--- config.mk ---
export PLATFORM = sky130hd
export DESIGN_NAME = ctrl_pipe_hazard
export DESIGN_NICKNAME = d
export VERILOG_FILES = /design/src/rtl/ctrl_pipe_hazard.sv
export SDC_FILE = /design/constraint.sdc
export NUM_CORES = 1
export LEC_CHECK = 0
export ABC_AREA = 1
export CAP_MARGIN = 10
export CELL_PAD_IN_SITES_DETAIL_PLACEMENT = 1
export CELL_PAD_IN_SITES_GLOBAL_PLACEMENT = 2
export CORE_ASPECT_RATIO = 1.25
export CORE_UTILIZATION = 26
export CTS_CLUSTER_SIZE = 28
export DETAILED_ROUTE_END_ITERATION = 6
export PLACE_DENSITY = 0.82
export SLEW_MARGIN = 20
export SYNTH_ARGS = -nofsm -noshare
export SYNTH_HDL_FRONTEND = slang
export SYNTH_SLANG_ARGS = --single-unit
--- constraint.sdc ---
create_clock -name clk -period 2.54 [get_ports clk]
set_input_delay 0.508 -clock clk [delete_from_list [all_inputs] [get_ports clk]]
set_output_delay 0.508 -clock clk [all_outputs]
set_load 0.02 [all_outputs]
--- src/rtl/ctrl_pipe_hazard.sv ---
`default_nettype none
// ============================================================================
// Module   : ctrl_pipe_hazard
// Brief    : ID/EX, EX/MEM and MEM/WB control/rd registers with load-use and
//            ecall hazard stalls plus halting-ecall drain for an RV32I pipe.
// Revision : 1.0
// ============================================================================
module ctrl_pipe_hazard #(
  parameter int RD_W      = 5,
  parameter int CTRL_W    = 7,
  parameter int ECALL_REG = 17
) (
  input  logic              clk,
  input  logic              reset,
  input  logic [CTRL_W-1:0] id_ctrl,
  input  logic [RD_W-1:0]   id_rs1,
  input  logic [RD_W-1:0]   id_rs2,
  input  logic [RD_W-1:0]   id_rd,
  input  logic              id_use_rs1,
  input  logic              id_use_rs2,
  input  logic              id_x17_is_10,
  output logic              pc_write,
  output logic              ifid_write,
  output logic [CTRL_W-1:0] ex_ctrl,
  output logic [RD_W-1:0]   ex_rd,
  output logic [CTRL_W-1:0] mem_ctrl,
  output logic [RD_W-1:0]   mem_rd,
  output logic [CTRL_W-1:0] wb_ctrl,
  output logic [RD_W-1:0]   wb_rd,
  output logic              is_halted
);

  localparam int C_MEM_READ     = 0;
  localparam int C_WRITE_ENABLE = 4;
  localparam int C_IS_ECALL     = 6;
  localparam logic [RD_W-1:0] C_ECALL_RD = RD_W'(ECALL_REG);

  logic [CTRL_W-1:0] r_ex_ctrl, r_mem_ctrl, r_wb_ctrl;
  logic [RD_W-1:0]   r_ex_rd, r_mem_rd, r_wb_rd;
  logic              r_ex_halt, r_mem_halt, r_wb_halt;
  logic              r_drain, r_halted;

  logic w_load_use, w_ecall_haz, w_stall, w_bubble, w_halt_accept;

  always_comb begin
    w_load_use = r_ex_ctrl[C_MEM_READ] && (r_ex_rd != '0) &&
                 ((id_use_rs1 && (id_rs1 == r_ex_rd)) ||
                  (id_use_rs2 && (id_rs2 == r_ex_rd)));
    w_ecall_haz = id_ctrl[C_IS_ECALL] &&
                  ((r_ex_ctrl[C_WRITE_ENABLE] && (r_ex_rd == C_ECALL_RD)) ||
                   (r_mem_ctrl[C_MEM_READ] && (r_mem_rd == C_ECALL_RD)));
    w_stall       = w_load_use || w_ecall_haz;
    w_bubble      = w_stall || r_drain;
    w_halt_accept = id_ctrl[C_IS_ECALL] && id_x17_is_10 && !w_bubble;
  end

  // Drain is raised on the same edge the halting ecall enters EX and holds
  // until reset, so nothing younger than the ecall is ever accepted.
  always_ff @(posedge clk or negedge reset) begin
    if (!reset) begin
      r_ex_ctrl  <= '0;
      r_ex_rd    <= '0;
      r_ex_halt  <= 1'b0;
      r_mem_ctrl <= '0;
      r_mem_rd   <= '0;
      r_mem_halt <= 1'b0;
      r_wb_ctrl  <= '0;
      r_wb_rd    <= '0;
      r_wb_halt  <= 1'b0;
      r_drain    <= 1'b0;
      r_halted   <= 1'b0;
    end else begin
      if (w_bubble) begin
        r_ex_ctrl <= '0;
        r_ex_rd   <= '0;
        r_ex_halt <= 1'b0;
      end else begin
        r_ex_ctrl <= id_ctrl;
        r_ex_rd   <= id_rd;
        r_ex_halt <= w_halt_accept;
      end
      r_mem_ctrl <= r_ex_ctrl;
      r_mem_rd   <= r_ex_rd;
      r_mem_halt <= r_ex_halt;
      r_wb_ctrl  <= r_mem_ctrl;
      r_wb_rd    <= r_mem_rd;
      r_wb_halt  <= r_mem_halt;
      r_drain    <= r_drain | w_halt_accept;
      r_halted   <= r_halted | r_wb_halt;
    end
  end

  assign pc_write   = !w_bubble;
  assign ifid_write = !w_bubble;
  assign ex_ctrl    = r_ex_ctrl;
  assign ex_rd      = r_ex_rd;
  assign mem_ctrl   = r_mem_ctrl;
  assign mem_rd     = r_mem_rd;
  assign wb_ctrl    = r_wb_ctrl;
  assign wb_rd      = r_wb_rd;
  // Halt is visible in the very cycle the ecall sits in MEM/WB, then sticky.
  assign is_halted  = r_wb_halt | r_halted;

endmodule
`default_nettype wire

==> impl_metrics.toml, run 1 <==
[sta]
slew_headroom_pct = 41.83
slew_viol_final = 0
rsz0062_at_grt = "no"
period_minus_slack_ns = 2.373
hold_slack_ns = 0.3403
tightest_slew_ns = 0.8726
setup_tns_ns = 0
max_freq_mhz = 421.4
period_share_pct = 93.44
clock_skew_ns = 0.005818
hold_viol_final = 0
setup_viol_count_final = 0

[routing]
firstDrtPassIters = 2
drc = 0
wire_per_inst_um = 11.29
routed_wl_um = 3149
viasPerCell = 4.068
drtIter0Drc = 32
vias = 1135
ant_nets = 0

[floorplanning]
die_w_um = 69.69
rows = 30
die_h_um = 86.61
start_util_pct = 27.17
core_area_um2 = 5480
io_pins = 66
die-area_um2 = 6035

[pwr]
p_leak_nw = 1.194
clkPwrFrac_pct = 38.4
p_per_area_nw_per_um2 = 515.3
combPwrFrac_pct = 6.4
p_switching_mw = 0.2416
p_int_mw = 0.9414
p_seq_share_pct = 55.2
p_sw_share_pct = 20.42
ir_worst_vdd_mv = 0.1959
finalPower_mw = 1.183

[clocking]
insertion_delay_ns = 0.28
h-tree-depth = 2
root_buffer = "clkbuf_8"
cts.reportedPaths.clkPinSlew_ns = 0.07
clockBufferDepth = 2
clock_sinks = 41
numCtsBuffers = 5
cts_tree = "done"
postCtsSetupBuffers = 0

[layout]
final_area_um2 = 2296
final_cell_mix = "clkdlybuf4s50_1 (62), dfrtp_1 (41), nand2_1 (33)"
antenna_cells = 0
final_nets = 241
final_cell_count_no_fill = 279
layout_commonest_cell = "clkdlybuf4s50_1"
drive_above_1_share_pct = 12.56
synthToLayoutAreaGrowth_pct = 54.20

[setup_path]
cp_max_fo = 2
path_class = "input pin to primary output"
end_kind = "primary output"
crit_chain = "clkdlybuf4s50_1 -> inv_1 -> nand2_1 -> nand2_1 -> nor2_1 -> nand3_1 -> nand2_1 -> nand2_2 -> nand2_4 -> inv_2 -> clkdlybuf4s15_1"
path_buf_inv = 4
crit_arrival_ns = 1.87
cp.required_ns = 2.03
crit_slowest_cell = "clkdlybuf4s50_1"
crit_family = "buffers and inverters"
worst_path_largest_cell_delay_ns = 0.50
cp-start-kind = "input pin"
critPathMostFrequentCell = "nand2_1"

[place]
placed_cell_area_um2 = 2195
portBuffers = 65
place_inst = 271
dp_hpwl_um = 2472
globalplace.congestion = 0.6788

[yosys]
synthesis.nets = 170
synthTopCellsByArea = "dfrtp_1 (69%), nand2_1 (8.3%), inv_1 (7.1%)"
ys_warn_count = 0
synth-seq-cells = 41
netlist_area_um2 = 1489
yosysTopAreaCellShare_pct = 68.91
synth_area_per_cell_um2 = 10.41
yosysUniqueCellTypes = 16
synth_cells = 143
synth_seq_area_share_pct = 68.91
synth_top_area_cell = "dfrtp_1"

[run]
max_cap_viol_count = 0

[global_route]
grt_overflow = 0
grt_pass1_vias = 1118
antenna_found_initial = 0
track_usage_pct = 11.31
grt_first_pass_wirelength_um = 5202
grt_max_degree = 42

[min_path]
hp-class = "input pin to async pin"

[outcome]
outcome = "completed"
==> cells by family (layout without fill, tap and decap cells) <==
group	count (synthesis)	after routing	synth area share [%]
AOI/OAI and AO/OA	2	2	1.429
buffers and inverters	34	106	9.916
DFF	41	41	68.91
and+or+nand+nor	66	66	19.75
==> power groups by stage <==
stage	Sequential, mW	Combinational, mW	Clock, mW
floorplan	0.666	0.0190	0
global placement	0.666	0.0761	0
detailed placement	0.666	0.0780	0
CTS	0.653	0.0783	0.470
global route	0.653	0.0853	0.492
finish	0.653	0.0758	0.454
==> path summary, 6_finish.rpt <==
check / startpoint / to / slack, ns / cells after the start
worst max-delay path: id_rs1[4] / ifid_write / 0.17 / 11
worst min-delay path: reset / ex_ctrl[5]$_DFF_PN0_ / 0.34 / 1
worst max register to register: ex_rd[2]$_DFF_PN0_ / ex_rd[4]$_DFF_PN0_ / 1.11 / 10
worst min register to register: r_mem_halt$_DFF_PN0_ / r_wb_halt$_DFF_PN0_ / 0.35 / 0
max in group asynchronous: reset / mem_ctrl[6]$_DFF_PN0_ / 1.66 / 1
min in group clk: r_mem_halt$_DFF_PN0_ / r_wb_halt$_DFF_PN0_ / 0.35 / 0
==> sequential cells by signal, summed over array words and instances, names as in the netlist, 5 cells and up <==
register and count:
mem_rd 5, mem_ctrl 7, ex_rd 5, wb_ctrl 7, wb_rd 5, ex_ctrl 7
==> synth_stat cells <==
cell type,n
inv_1,28
buf_12,1
nand2_4,1
nor2_1,15
nand4_1,1
o21ai_1,1
nand3b_1,1
nor2_2,9
buf_4,1
dfrtp_1,41
nand3_1,4
nand2_2,1
a21oi_4,1
nand2_1,33
or2_2,1
inv_2,4
==> routing by layer <==
metal  global-route usage [%]  vias to the layer above  wire length (um)
li1                         -                      548                 -
met1                    13.01                      542              1305
met4                    7.636                        0                81
met3                    2.326                        7               148
met2                    19.06                       38              1614
met5                        0                        -                 0
==> cell type report <==
cell class / count / area [um^2]
Clock buffer: 7 / 96.34
Clock inverter: 1 / 5.005
Fill cell: 643 / 3184
Inverter: 32 / 120.1
Multi-Input combinational cell: 68 / 315.3
Sequential cell: 41 / 1026
Tap cell: 64 / 80.08
Timing Repair Buffer: 66 / 653.1
==> per-stage QoR <==
step                      utilization (%)  setup WS, ns
after global routing                41.89       0.01560
after CTS                           41.85        0.1019
after global placement              40.05       -0.1110
after floorplan                         -        0.6295
final                               41.89        0.1667
after detailed placement            40.05       -0.1070
==> timing repair <==
action | 4_1_cts | 5_1_grt
gates resized for setup | 2 | 2
hold buffers | 0 | 0
setup endpoints to repair | 2 | 2
Power figures use the tool's default switching activity.
==> run 2: changes to the inputs <==
CORE_UTILIZATION = 27   (was 26)
CTS_BUF_LIST = sky130_fd_sc_hd__clkbuf_2 sky130_fd_sc_hd__clkbuf_4 sky130_fd_sc_hd__clkbuf_8   (was default)
PLACE_DENSITY = 0.85   (was 0.82)
==> impl_metrics.toml, run 2 (synthesis results as in run 1) <==
[floorplanning]
die_h_um = 85.03
core_area_um2 = 5189
die-area_um2 = 5817
rows = 29
start_util_pct = 28.70
io_pins = 66
die_w_um = 68.42

[routing]
ant_nets = 0
wire_per_inst_um = 11.78
drc = 0
firstDrtPassIters = 2
vias = 1123
drtIter0Drc = 49
routed_wl_um = 3250
viasPerCell = 4.069

[global_route]
grt_max_degree = 42
track_usage_pct = 12.53
antenna_found_initial = 0
grt_first_pass_wirelength_um = 5154
grt_overflow = 0
grt_pass1_vias = 1058

[setup_path]
crit_arrival_ns = 1.88
cp.required_ns = 2.03
end_kind = "primary output"
path_class = "input pin to primary output"
cp_max_fo = 2
cp-start-kind = "input pin"

[run]
max_cap_viol_count = 0

[sta]
slew_viol_final = 0
clock_skew_ns = 0.007242
period_minus_slack_ns = 2.389
rsz0062_at_grt = "no"
max_freq_mhz = 418.6
tightest_slew_ns = 0.8775
hold_viol_final = 0
period_share_pct = 94.06
slew_headroom_pct = 41.50
setup_viol_count_final = 0

[layout]
drive_above_1_share_pct = 12.62
fill_cells = 590
final_area_um2 = 2282
final_cell_mix = "clkdlybuf4s50_1 (62), dfrtp_1 (41), nand2_1 (33)"
final_nets = 241
layout_commonest_cell = "clkdlybuf4s50_1"
antenna_cells = 0
synthToLayoutAreaGrowth_pct = 53.28
seq_area_um2 = 1026
multiInputGateArea_um2 = 317.8
final_cell_count_no_fill = 276

[pwr]
p_leak_nw = 1.195
p_per_area_nw_per_um2 = 508.0
ir_worst_vdd_mv = 0.1983

[min_path]
hp-class = "input pin to async pin"

[clocking]
clockBufferDepth = 2
holdBufCountCts = 0
numCtsBuffers = 5
postCtsSetupBuffers = 0
h-tree-depth = 2
cts_tree = "done"
insertion_delay_ns = 0.29
root_buffer = "clkbuf_8"
clock_sinks = 41
cts.reportedPaths.clkPinSlew_ns = 0.07

[outcome]
outcome = "completed"

[place]
dp_hpwl_um = 2582
globalplace.congestion = 0.6998
place_inst = 269
portBuffers = 65
placed_cell_area_um2 = 2192
[run 2: layout make-up]
cell class	instances	area share, %
inverter	32	5.263
sequential	41	44.96
clock buffer	7	3.947
tap	62	3.399
timing repair buffer	66	28.51
multi-input combinational	68	13.93
[run 2: power by group]
group	leakage [nW]	internal (mW)	switching, mW
clock	0.0477	0.226	0.204
combinational	0.581	0.0431	0.0329
sequential	0.567	0.653	0.000167
total	1.20	0.922	0.237
[run 2: layer usage]
| metal | global-route usage (%) | part of all wire [%] | up-vias |
|---|---|---|---|
| met5 | 0 | 0 | - |
| met4 | 6.250 | 2.2 | 0 |
| met3 | 4.301 | 5.8 | 7 |
| met2 | 20.05 | 54 | 34 |
| met1 | 14.49 | 38 | 534 |
| li1 | - | - | 548 |
[run 2: worst max-delay path, stage by stage]
cell,delay [ns]
clkdlybuf4s50_1,0.48
inv_1,0.04
nand2_1,0.04
nand2_1,0.06
nor2_2,0.12
nand3_1,0.07
nand2_1,0.08
nand2_2,0.07
nand2_4,0.07
inv_2,0.03
dlygate4sd2_1,0.31
[run 2: path summary, 6_finish.rpt]
path / startpoint / to / slack, ns / cells past startpoint
max in group asynchronous: reset / ex_rd[3]$_DFF_PN0_ / 1.65 / 1
worst min-delay path: reset / mem_ctrl[5]$_DFF_PN0_ / 0.33 / 1
worst min register to register: mem_ctrl[4]$_DFF_PN0_ / wb_ctrl[4]$_DFF_PN0_ / 0.37 / 0
min in group clk: mem_ctrl[4]$_DFF_PN0_ / wb_ctrl[4]$_DFF_PN0_ / 0.37 / 0
worst max register to register: ex_rd[4]$_DFF_PN0_ / ex_rd[0]$_DFF_PN0_ / 1.07 / 10
worst max-delay path: id_rs2[4] / ifid_write / 0.15 / 11
[run 2: what timing repair did]
item                                    CTS  global route
endpoints found under the setup margin    2             2
cloned                                    0             0
resized for setup                         2             1
[run 2: through the flow]
step	total power, mW	hold slack [ns]	setup TNS [ns]	setup slack [ns]	utilization, %
floorplan	0.6851	0.2124	0	0.6295	-
global placement	0.7424	0.3341	-0.2412	-0.1210	42.25
finish	1.159	0.3297	0	0.1509	43.98
global route	1.207	0.3905	0	0.007704	43.98
detailed placement	0.7436	0.3502	-0.2277	-0.1144	42.25
CTS	1.167	0.3569	0	0.08981	43.94
==> run 3: changes to the inputs <==
CORE_MARGIN = 2   (was default)
==> impl_metrics.toml, run 3 (synthesis results as in run 1) <==
[outcome]
outcome = "completed"

[setup_path]
crit_start = "id_rs2[4]"
crit_arrival_ns = 1.89
path_class = "input pin to primary output"
cp_max_fo = 2
rrSetupSlack_ns = 1.08
crit_path_end = "ifid_write"
end_kind = "primary output"
r2r-end = "ex_rd[0]$_DFF_PN0_"
cp.required_ns = 2.03
r2r_cells = 10
cp-start-kind = "input pin"
reg2reg_from = "ex_rd[4]$_DFF_PN0_"

[floorplanning]
die_w_um = 70.42
die-area_um2 = 6128
rows = 30
die_h_um = 87.03
io_pins = 66
start_util_pct = 27.74
core_area_um2 = 5368

[routing]
wire_per_inst_um = 11.50
firstDrtPassIters = 4
drc = 0
drtIter0Drc = 20
ant_nets = 0
routed_wl_um = 3208
vias = 1121
viasPerCell = 4.018

[pwr]
clkPwrFrac_pct = 37.5
p_switching_mw = 0.2508
ir_worst_vdd_mv = 0.1773
p_int_mw = 0.9161
p_per_area_nw_per_um2 = 509.3
p_sw_share_pct = 21.49
combPwrFrac_pct = 6.5
p_leak_nw = 1.199
p_seq_share_pct = 56.0

[clocking]
cts_tree = "done"
clockBufferDepth = 2
numCtsBuffers = 5
h-tree-depth = 2
insertion_delay_ns = 0.29
holdBufCountCts = 0
clock_sinks = 41
cts.reportedPaths.clkPinSlew_ns = 0.08
root_buffer = "clkbuf_8"

[sta]
slew_viol_final = 0
period_minus_slack_ns = 2.398
slew_headroom_pct = 41.84
period_share_pct = 94.40
setup_tns_ns = 0
clock_skew_ns = 0.01331
max_freq_mhz = 417.0
tightest_slew_ns = 0.8724
hold_viol_final = 0
rsz0062_at_grt = "yes"
setup_viol_count_final = 0

[place]
globalplace.congestion = 0.6877
portBuffers = 65
dp_hpwl_um = 2619
place_inst = 271

[layout]
final_nets = 241
drive_above_1_share_pct = 13.02
final_cell_count_no_fill = 279
antenna_cells = 0
final_cell_mix = "clkdlybuf4s50_1 (62), dfrtp_1 (41), nand2_1 (33)"
layout_commonest_cell = "clkdlybuf4s50_1"
synthToLayoutAreaGrowth_pct = 53.87

[global_route]
grt_pass1_vias = 1153
grt_overflow = 0
antenna_found_initial = 0
grt_first_pass_wirelength_um = 5402
track_usage_pct = 11.56
grt_max_degree = 42

[run]
max_cap_viol_count = 0

[min_path]
hp-class = "input pin to async pin"
run 3: power by group through the flow:
stage	Sequential, mW	Clock, mW	Combinational [mW]
floorplan	0.666	0	0.0190
global placement	0.666	0	0.0762
detailed placement	0.666	0	0.0776
CTS	0.653	0.458	0.0777
global route	0.653	0.477	0.0865
finish	0.653	0.438	0.0757
run 3: worst min-delay path by stage:
| stage | start | end | slack, ns |
|---|---|---|---|
| global placement | r_ex_halt$_DFF_PN0_ | r_mem_halt$_DFF_PN0_ | 0.34 |
| finish | reset | ex_ctrl[3]$_DFF_PN0_ | 0.32 |
| global route | r_mem_halt$_DFF_PN0_ | r_wb_halt$_DFF_PN0_ | 0.38 |
| detailed placement | r_ex_halt$_DFF_PN0_ | r_mem_halt$_DFF_PN0_ | 0.34 |
| CTS | reset | ex_ctrl[3]$_DFF_PN0_ | 0.35 |
| floorplan | reset | ex_ctrl[0]$_DFF_PN0_ | 0.21 |
run 3: cell type report:
| cell class | count | area (um^2) |
|---|---|---|
| clock buffer | 6 | 82.58 |
| multi-input combinational | 68 | 317.8 |
| fill | 626 | 3077 |
| tap | 64 | 80.08 |
| inverter | 32 | 120.1 |
| timing repair buffer | 66 | 650.6 |
| sequential | 41 | 1026 |
| clock inverter | 2 | 13.76 |
run 3: timing repair:
item / in CTS / in global routing
endpoints found under the setup margin: 2 / 2
buffers inserted: 0 / 0
gates resized for setup: 2 / 1
run 3: metrics by stage:
| step | area [um^2] | setup WS, ns | power (mW) | util [%] | hold slack (ns) |
|---|---|---|---|---|---|
| floorplan | 1489 | 0.6295 | 0.6851 | - | 0.2124 |
| global placement | 2195 | -0.1125 | 0.7422 | 40.89 | 0.3385 |
| detailed placement | 2195 | -0.1200 | 0.7436 | 40.89 | 0.3395 |
| CTS | 2288 | 0.08701 | 1.189 | 42.63 | 0.3528 |
| global route | 2291 | -0.02697 | 1.217 | 42.68 | 0.3764 |
| finish | 2291 | 0.1422 | 1.167 | 42.68 | 0.3231 |
run 3: worst max-delay path, stage by stage:
cell and delay (ns):
clkdlybuf4s50_1 0.47, inv_1 0.04, nand2_1 0.05, nand2_1 0.06
nor2_2 0.12, nand3_1 0.07, nand2_1 0.09, nand2_2 0.08
nand2_4 0.07, inv_2 0.03, dlygate4sd2_1 0.31
run 3: layer usage:
metal  vias up  wire, um  GRT usage [%]
met2        35      1760          20.58
met4         0        70          5.769
met1       528      1213          12.84
li1        553         -              -
met5         -         0              0
met3         5       164          2.778
